===== config.mk =====
export PLATFORM = sky130hd
export DESIGN_NAME = systolic_array_sequencer
export DESIGN_NICKNAME = d
export VERILOG_FILES = /design/src/rtl/systolic_seq_pkg.sv /design/src/rtl/systolic_array_sequencer_skew_decoder.sv /design/src/rtl/systolic_array_sequencer.sv
export SDC_FILE = /design/constraint.sdc
export NUM_CORES = 2
export LEC_CHECK = 0
export ABC_AREA = 0
export CORE_ASPECT_RATIO = 2
export CORE_MARGIN = 4
export CORE_UTILIZATION = 56
export CTS_CLUSTER_DIAMETER = 100
export DETAILED_ROUTE_END_ITERATION = 10
export PLACE_DENSITY = 0.78
export SLEW_MARGIN = 20
export SYNTH_ARGS = -nofsm -noshare
export SYNTH_HDL_FRONTEND = slang
export SYNTH_SLANG_ARGS = --single-unit

===== constraint.sdc =====
create_clock -name Clock -period 10.7 [get_ports Clock]
set_clock_uncertainty 0.1 [all_clocks]
set_input_delay 2.14 -clock Clock [delete_from_list [all_inputs] [get_ports Clock]]
set_output_delay 2.14 -clock Clock [all_outputs]
set_load 0.02 [all_outputs]

===== src/rtl/systolic_seq_pkg.sv =====
// Shared types and sizing helpers for the systolic array tile sequencer.
// Used by systolic_array_sequencer and systolic_skew_decoder.
package systolic_seq_pkg;

   typedef enum logic [2:0] {
      ST_IDLE,
      ST_CLEAR,
      ST_FEED,
      ST_DRAIN,
      ST_DONE
   } seq_state_e;

   // Final drain step for a tile of inner dimension k.
   function automatic longint s_end(longint k, int rows, int cols, int node_lat);
      return k + longint'(rows) + longint'(cols) - 64'sd3 + longint'(node_lat);
   endfunction

   // Step at which the last operand pair enters the array edge.
   function automatic longint feed_end(longint k, int rows, int cols);
      return k + longint'((rows > cols) ? rows : cols) - 64'sd2;
   endfunction

   // Step counter width that holds s_end at the largest K without wrapping.
   function automatic int step_width(int k_w, int rows, int cols, int node_lat);
      longint worst;
      worst = s_end((64'sd1 <<< k_w) - 64'sd1, rows, cols, node_lat);
      return $clog2(worst + 64'sd1);
   endfunction

endpackage


===== src/rtl/systolic_array_sequencer_skew_decoder.sv =====
// Combinational diagonal-skew decode: lane i is valid while
// i <= step < i + k, gated by enable.
module systolic_skew_decoder
   import systolic_seq_pkg::*;
#(
   parameter int LANES  = 4,
   parameter int STEP_W = 8,
   parameter int K_W    = 8
) (
   input  logic [STEP_W-1:0] step,
   input  logic [K_W-1:0]    k,
   input  logic              enable,
   output logic [LANES-1:0]  valids
);

   localparam int W = STEP_W + 1;

   logic [W-1:0] step_x;
   logic [W-1:0] k_x;

   assign step_x = {1'b0, step};
   assign k_x    = W'(k);

   always_comb begin
      valids = '0;
      for (int i = 0; i < LANES; i++) begin
         valids[i] = enable && (step_x >= W'(i)) && (step_x < (W'(i) + k_x));
      end
   end

endmodule


===== src/rtl/systolic_array_sequencer.sv =====
// Tile sequencer for one systolic MAC array: CLEAR, skewed FEED, DRAIN, DONE.
// Optional SEQ_CYCLE_CNT_EN adds Last_Cycles (accept-to-Done cycle count).
module systolic_array_sequencer
   import systolic_seq_pkg::*;
#(
   parameter int  ROWS         = 64,
   parameter int  COLUMNS      = 64,
   parameter int  K_W          = 16,
   parameter int  NODE_LATENCY = 1,
   localparam int STEP_W       = step_width(K_W, ROWS, COLUMNS, NODE_LATENCY)
) (
   input  logic               Clock,
   input  logic               Reset,
   input  logic               Start,
   output logic               Start_Ready,
   input  logic [K_W-1:0]     K_Len,
   output logic [STEP_W-1:0]  Step,
   output logic [COLUMNS-1:0] Act_Valids,
   output logic [ROWS-1:0]    Weight_Valids,
   output logic [ROWS-1:0]    Clear_Row,
   output logic [COLUMNS-1:0] Clear_Column,
   output logic               Busy,
   output logic               Done
`ifdef SEQ_CYCLE_CNT_EN
   ,output logic [31:0]       Last_Cycles
`endif
);

   localparam int W = STEP_W + 1;
   // Biases let both end tests be done as unsigned sums without negative offsets.
   localparam int FEED_BIAS = int'(feed_end(64'sd0, ROWS, COLUMNS)) + 2;
   localparam int S_BIAS    = int'(s_end(64'sd0, ROWS, COLUMNS, NODE_LATENCY)) + 3;

   seq_state_e        state;
   seq_state_e        state_nx;
   logic [K_W-1:0]    k_q;
   logic [STEP_W-1:0] step_q;
   logic [STEP_W-1:0] step_nx;
   logic              accept;
   logic              feed_last;
   logic              drain_last;
   logic              clear_all;
   logic              feed_en;
   logic [W-1:0]      step_ext;
   logic [W-1:0]      k_ext;

   assign accept     = Start && (state == ST_IDLE);
   assign step_ext   = {1'b0, step_q};
   assign k_ext      = W'(k_q);
   assign feed_last  = (step_ext + W'(2)) == (k_ext + W'(FEED_BIAS));
   assign drain_last = (step_ext + W'(3)) == (k_ext + W'(S_BIAS));

   always_ff @(posedge Clock or negedge Reset) begin
      if (!Reset) begin
         state <= ST_IDLE;
      end else begin
         state <= state_nx;
      end
   end

   always_comb begin
      state_nx = state;
      case (state)
         ST_IDLE:  if (accept) state_nx = ST_CLEAR;
         ST_CLEAR: state_nx = (k_q == '0) ? ST_DONE : ST_FEED;
         ST_FEED: begin
            if (drain_last)     state_nx = ST_DONE;
            else if (feed_last) state_nx = ST_DRAIN;
         end
         ST_DRAIN: if (drain_last) state_nx = ST_DONE;
         ST_DONE:  state_nx = ST_IDLE;
         default:  state_nx = ST_IDLE;
      endcase
   end

   always_comb begin
      Start_Ready = (state == ST_IDLE);
      Busy        = (state != ST_IDLE);
      Done        = (state == ST_DONE);
      clear_all   = (state == ST_CLEAR);
      feed_en     = (state == ST_FEED);
   end

   // Step holds its final value through DONE, then returns to zero.
   always_comb begin
      step_nx = '0;
      case (state)
         ST_FEED, ST_DRAIN: step_nx = (state_nx == ST_DONE) ? step_q : step_q + STEP_W'(1);
         ST_DONE:           step_nx = '0;
         default:           step_nx = '0;
      endcase
   end

   always_ff @(posedge Clock or negedge Reset) begin
      if (!Reset) begin
         step_q <= '0;
         k_q    <= '0;
      end else begin
         step_q <= step_nx;
         if (accept) k_q <= K_Len;
      end
   end

   assign Step         = step_q;
   assign Clear_Row    = {ROWS{clear_all}};
   assign Clear_Column = {COLUMNS{clear_all}};

   systolic_skew_decoder #(
      .LANES  (COLUMNS),
      .STEP_W (STEP_W),
      .K_W    (K_W)
   ) u_col_dec (
      .step   (step_q),
      .k      (k_q),
      .enable (feed_en),
      .valids (Act_Valids)
   );

   systolic_skew_decoder #(
      .LANES  (ROWS),
      .STEP_W (STEP_W),
      .K_W    (K_W)
   ) u_row_dec (
      .step   (step_q),
      .k      (k_q),
      .enable (feed_en),
      .valids (Weight_Valids)
   );

`ifdef SEQ_CYCLE_CNT_EN
   function automatic logic [31:0] sat_inc(input logic [31:0] v);
      return (v == '1) ? v : v + 32'd1;
   endfunction

   logic [31:0] cyc_q;

   // Value 2 on entering CLEAR accounts for the accept cycle and CLEAR itself.
   always_ff @(posedge Clock or negedge Reset) begin
      if (!Reset) begin
         cyc_q       <= '0;
         Last_Cycles <= '0;
      end else begin
         if (accept) cyc_q <= 32'd2;
         else        cyc_q <= sat_inc(cyc_q);
         if (state == ST_DONE) Last_Cycles <= cyc_q;
      end
   end
`endif

endmodule


After elaboration in Yosys (flattened, before gate mapping)
Cells that the tools add are included.

Flip-flop bits (word level): 36. Latch bits: 0. RAM bits: 0. Bits in read-only memories: 0. Input port bits: 19. Output and inout port bits: 276. Memories: 0.

Add/subtract/negate cells: 68. $mul: 0. Div/mod/pow operators: 0. Magnitude comparators: 128. Equality and inequality tests: 8. Shifts and indexed selects: 0. Muxes and demuxes: 8. Bitwise gates (word level): 0. Reduce and logical (&&, ||, !) cells: 133.

Operator list (number): < comparator 17 x 18 -> 1 bit (63); adder 6 x 16 -> 17 bit (first input constant) (32); >= comparator 17 x 6 -> 1 bit (second input constant) (32); adder 5 x 16 -> 17 bit (first input constant) (16); >= comparator 17 x 5 -> 1 bit (second input constant) (16); adder 4 x 16 -> 17 bit (first input constant) (8); >= comparator 17 x 4 -> 1 bit (second input constant) (8); logical AND 1 bit (129); adder 3 x 16 -> 17 bit (first input constant) (4); >= comparator 17 x 3 -> 1 bit (second input constant) (4); adder 17 x 2 -> 18 bit (second input constant) (2); equality test 18 x 17 -> 1 bit (2); adder 2 x 16 -> 17 bit (first input constant) (2); >= comparator 17 x 1 -> 1 bit (second input constant) (2); >= comparator 17 x 2 -> 1 bit (second input constant) (2); 2-to-1 mux 17 bit (2); adder 1 x 16 -> 17 bit (first input constant) (1); adder 16 x 7 -> 17 bit (second input constant) (1); adder 16 x 8 -> 17 bit (second input constant) (1); adder 17 x 1 -> 17 bit (second input constant) (1); < comparator 17 x 16 -> 1 bit (1); logical NOT 16 bit (1); 2-to-1 mux 3 bit (5); case mux 3 bit (4 select lines) (1); other kinds (7) (9).

Longest topological paths before layout
Depth in word-level cells: 8. Mapped depth: 19. Gate-level depth less buffers: 14.

Modules after synthesis
From an unflattened synthesis, not the netlist that was laid out.

Cells, all modules: 8674. Area total of the unflattened synthesis: 63907.5 um^2.

Modules (own cells, without submodules): systolic_skew_decoder at u_row_dec (times used 1, cells an instance 4070, area each 29894.9 um^2, seq. area each 0.0 um^2); systolic_skew_decoder at u_col_dec (times used 1, cells an instance 4086, area each 29716.0 um^2, seq. area each 0.0 um^2); systolic_array_sequencer (times used 1, cells an instance 518, area each 4296.6 um^2, seq. area each 900.9 um^2).

Worst setup path before layout
Ideal clock, no wire load.

Path kind: register to output. Start point: reg state[2]. End point: out Clear_Column[0]. Data arrival time: 8.252 ns. Data required time: 8.460 ns. Slack: 0.208 ns. Stages on the path, launching flop included: 3. Buffers on the path: 1. Cell sequence: dfrtp_1 -> nor3b_1 -> buf_4.

Word-level cells in the longest chain between the ends: 1.

RTL lines: start, declared (line systolic_array_sequencer.sv:34) `seq_state_e state;`; start signal, assigned (line systolic_array_sequencer.sv:57) `state <= state_nx;`; equality test 3 x 1 -> 1 bit (line systolic_array_sequencer.sv:80) `clear_all = (state == ST_CLEAR);`; end, declared (line systolic_array_sequencer.sv:21) `output logic [COLUMNS-1:0] Clear_Column,`.

No other way between the ends.

Final worst setup path
Start point: reg k_q[5]. End point: out Weight_Valids[3].

Word-level cells in the longest chain between the ends: 3.

RTL lines: start, declared (line systolic_array_sequencer.sv:36) `logic [K_W-1:0] k_q;`; start signal, assigned (line systolic_array_sequencer.sv:100) `if (accept) k_q <= K_Len;`; adder 2 x 16 -> 17 bit (line systolic_array_sequencer_skew_decoder.sv:27) `valids[i] = enable && (step_x >= W'(i)) && (step_x < (W'(i) + k_x));`; < comparator 17 x 18 -> 1 bit (line systolic_array_sequencer_skew_decoder.sv:27); logical AND 1 bit (line systolic_array_sequencer_skew_decoder.sv:27); end, declared (line systolic_array_sequencer.sv:19) `output logic [ROWS-1:0] Weight_Valids,`.

No other way between the ends.

==> results.md <==
* Status: finished clean
* Post-synthesis sequential area ratio at about 2.7%
* Post-Synth Adder-Cell Area at between 30% and 40%
* Post-synthesis simple-gate area fraction at approximately 18%
* Post-Syn Area per Cell at ~7.5 um2
* Synth Area in Compound Gates at between 10% and 20%
* Worst hold path type: reg2reg
* DRT met1 WL at 55500 um
* Gpl congestion at 1.11
* R2r startpoint: k_q[7]
* Hold path start: Step[12]
* Global-route wire length before repair at around 250000 um
* Number of remaining DRC errors at 0
* Register bit total from synthesis at 36
* WS Path Type: reg2out
* GRT overflow at 0
* Vias at about 37000
* Die area at 63600 um2
* Number of port buffers at around 290
* Netlist Area Pre-Place at ~33000 um2
* Met3 WL at about 22000 um
* Worst Hold Path EP: Step[12]
* Largest family of logic cells by synthesized area: adder cells
* Die height at 353 um
* Worst hold slack at 0.607 ns
* Post-CTS Setup Bufs at 0
* Area Growth Syn to Fin at 8.57%
* Post-synth EDFFs at 0
* I/O Pins at around 300
* WL met2 at ~73000 um
* Post-synth cell types at 72
* Vias per cell at 7.15
* Drt total wl at 176000 um
* Initial Util at a little under three fifths
* Leak Pwr at ~18 nW
* R2R cell count at 14
* Fin cells at roughly 5200
* Slew headroom at between 10 and 15%
* Gr usage total at 52.9%
* Pwr dens at between 9 and 10 nW/um2
* Die Span X at between 150 and 200 um
* Mapped Cells at around 4400
* Root Driver: clkbuf_16
* Worst skew pair latency at 0.31 ns
* Core area at just under 60000 um2
* FP Rows at between 100 and 150
* Crit path capture type: output pin
* Final hold violations at 0
* Hold depth at 2
* Largest net degree at the start of global routing at 97
* Max_cap viols at 0
* Worst-case clock buffer depth at 2
* H-tree depth at 2
* Top FF cell, synth: dfrtp_1
* Mux contribution to synthesized area at less than 1%
* DP Cell Count at 5179
* Synth Area in XOR/XNOR at between 10% and 20%
* Commonest non-fill, non-tap cell in the layout: ha_1
* RSZ-0062 raised after global routing: no
* Fmax at roughly 120 MHz
* Vias in the first global route at 36354
* Antenna violations before repair at 16
* Clk slew on worst S/H paths at 0.08 ns
* DRT iter0 DRCs at ~4500
* Cts repair resizes at 0
* Uppermost routed layer: met5
* Clock sink total at 36
* Hold buffers post-CTS at 0
* Fillers at about 5600
* Nets at ~5300
* Final Max Slew Viols at 0
* CP max FO at 24
* Slew @ Worst Pin at around 1.3 ns
* DP Wirelength at around 120000 um
* Most frequent cells in the layout: ha_1 (865), xnor2_1 (721), nor2_1 (413)
* VDD IR max at 0.0000871 V
* Final worst-path cycle share at between 70% and 80%
* Required time worst endpoint at around 8.5 ns
* CP Launch Type: flip-flop
* Ys Warns at 0
* Setup slack, reg-to-reg at between 5 and 6 ns
* FF-to-FF End: Step[16]
* WL per Instance at 33.9 um
* Asr flop ratio synth at 100%
* Final setup vio count at 0
* Cts bufs inserted at 5
* Setup TNS at 0 ns
* DR pass1 iterations at 6
* Arrival time worst endpoint at approximately 6.3 ns
* CTS tree: yes
* ANT nets after route at 0
* Syn Nets at 5294
* Layout cells sized above 1 at between 4 and 5%
* Final min period at about 8.5 ns
routing by layer:
| layer | GRT usage [%] | up-vias |
|---|---|---|
| met2 | 80.1 | 3099 |
| met1 | 55.5 | 17281 |
| met4 | 55.8 | 8 |
| met3 | 16.4 | 1338 |
| met5 | 0.154 | - |
| li1 | - | 15497 |
synth_stat cells, types with 11 or more instances:
master / count / area share, %
a31oi_1: 30 / 0.56
o21ai_0: 150 / 2.3
nor3_1: 78 / 1.2
a21o_1: 296 / 6.7
buf_4: 197 / 4.4
inv_1: 95 / 1.1
a221oi_1: 14 / 0.37
and2_1: 17 / 0.32
buf_1: 63 / 0.71
o21ai_1: 15 / 0.23
and3_1: 11 / 0.21
buf_2: 21 / 0.32
clkbuf_1: 134 / 1.5
xnor2_1: 721 / 19
nand2b_1: 29 / 0.55
nor4_1: 18 / 0.34
a211oi_1: 52 / 1.2
a21oi_1: 264 / 4.0
dfrtp_1: 36 / 2.7
ha_1: 866 / 33
nand3_1: 134 / 2.0
nor2_1: 416 / 4.7
o211ai_1: 22 / 0.50
o21bai_1: 19 / 0.43
nand4_1: 102 / 1.9
nand2_1: 355 / 4.0
a2111oi_0: 49 / 1.3
xor2_1: 28 / 0.74
nor2b_1: 44 / 0.83
logic make-up after synthesis:
logic type / Yosys count
multiplexers: 1
AO/OA/AOI/OAI: 976
AND/OR/NAND/NOR: 1261
adder cells (fa/ha/maj): 866
buffers and inverters: 520
flip-flops: 36
XOR/XNOR: 749
area by class of cell:
cell class	instances	area [um2]	area share, %
multi-input cells	3853	29700	82.2
repair buffers	421	3900	10.8
flip-flops and latches	36	973	2.70
well taps	768	961	2.66
inverters	102	383	1.06
clock buffers	5	125	0.346
clock inverters	3	42.5	0.118
diodes	15	37.5	0.104
per-stage QoR:
step	power (mW)	setup slack (ns)	cell area [um2]	utilization, %
2_1_floorplan	0.139	0.208	33300	-
3_3_place_gp	0.149	2.93	35900	60.9
3_5_place_dp	0.149	2.86	35900	60.9
4_1_cts	0.328	2.56	36000	61.1
5_1_grt	0.335	2.24	36100	61.2
6_report	0.327	2.19	36100	61.2
sequential cells by signal, indices dropped and copies added, names as in the netlist:
register / count
k_q: 16
Step: 17
state: 3
power breakdown:
group | total (mW) | switching, mW | internal (mW)
Sequential | 0.136 | 0 | 0.136
Combinational | 0.0102 | 0.00463 | 0.00559
Clock | 0.181 | 0.0709 | 0.110
worst max-delay path: stages (launching register included):
cell and delay (ns):
dfrtp_2 0.54, buf_4 0.53, ha_1 0.74, nand2_1 0.47, buf_4 0.34, nor3_2 0.22, buf_4 0.26, nand3_1 0.13
ha_1 0.37, nand3_1 0.12, a211oi_1 0.06, a2111oi_0 0.35, o21ai_0 0.16, nor3_1 0.86, clkdlybuf4s50_1 0.78
how the worst max path moves through the flow:
stage	from	endpoint	slack (ns)
2_1_floorplan	state[2]	Clear_Column[0]	0.21
4_1_cts	k_q[5]	Weight_Valids[53]	2.56
3_5_place_dp	k_q[5]	Weight_Valids[3]	2.86
5_1_grt	k_q[5]	Weight_Valids[53]	2.24
3_3_place_gp	k_q[5]	Act_Valids[3]	2.93
6_report	k_q[5]	Weight_Valids[3]	2.19
Note: power is estimated with default switching activity, not from simulation.
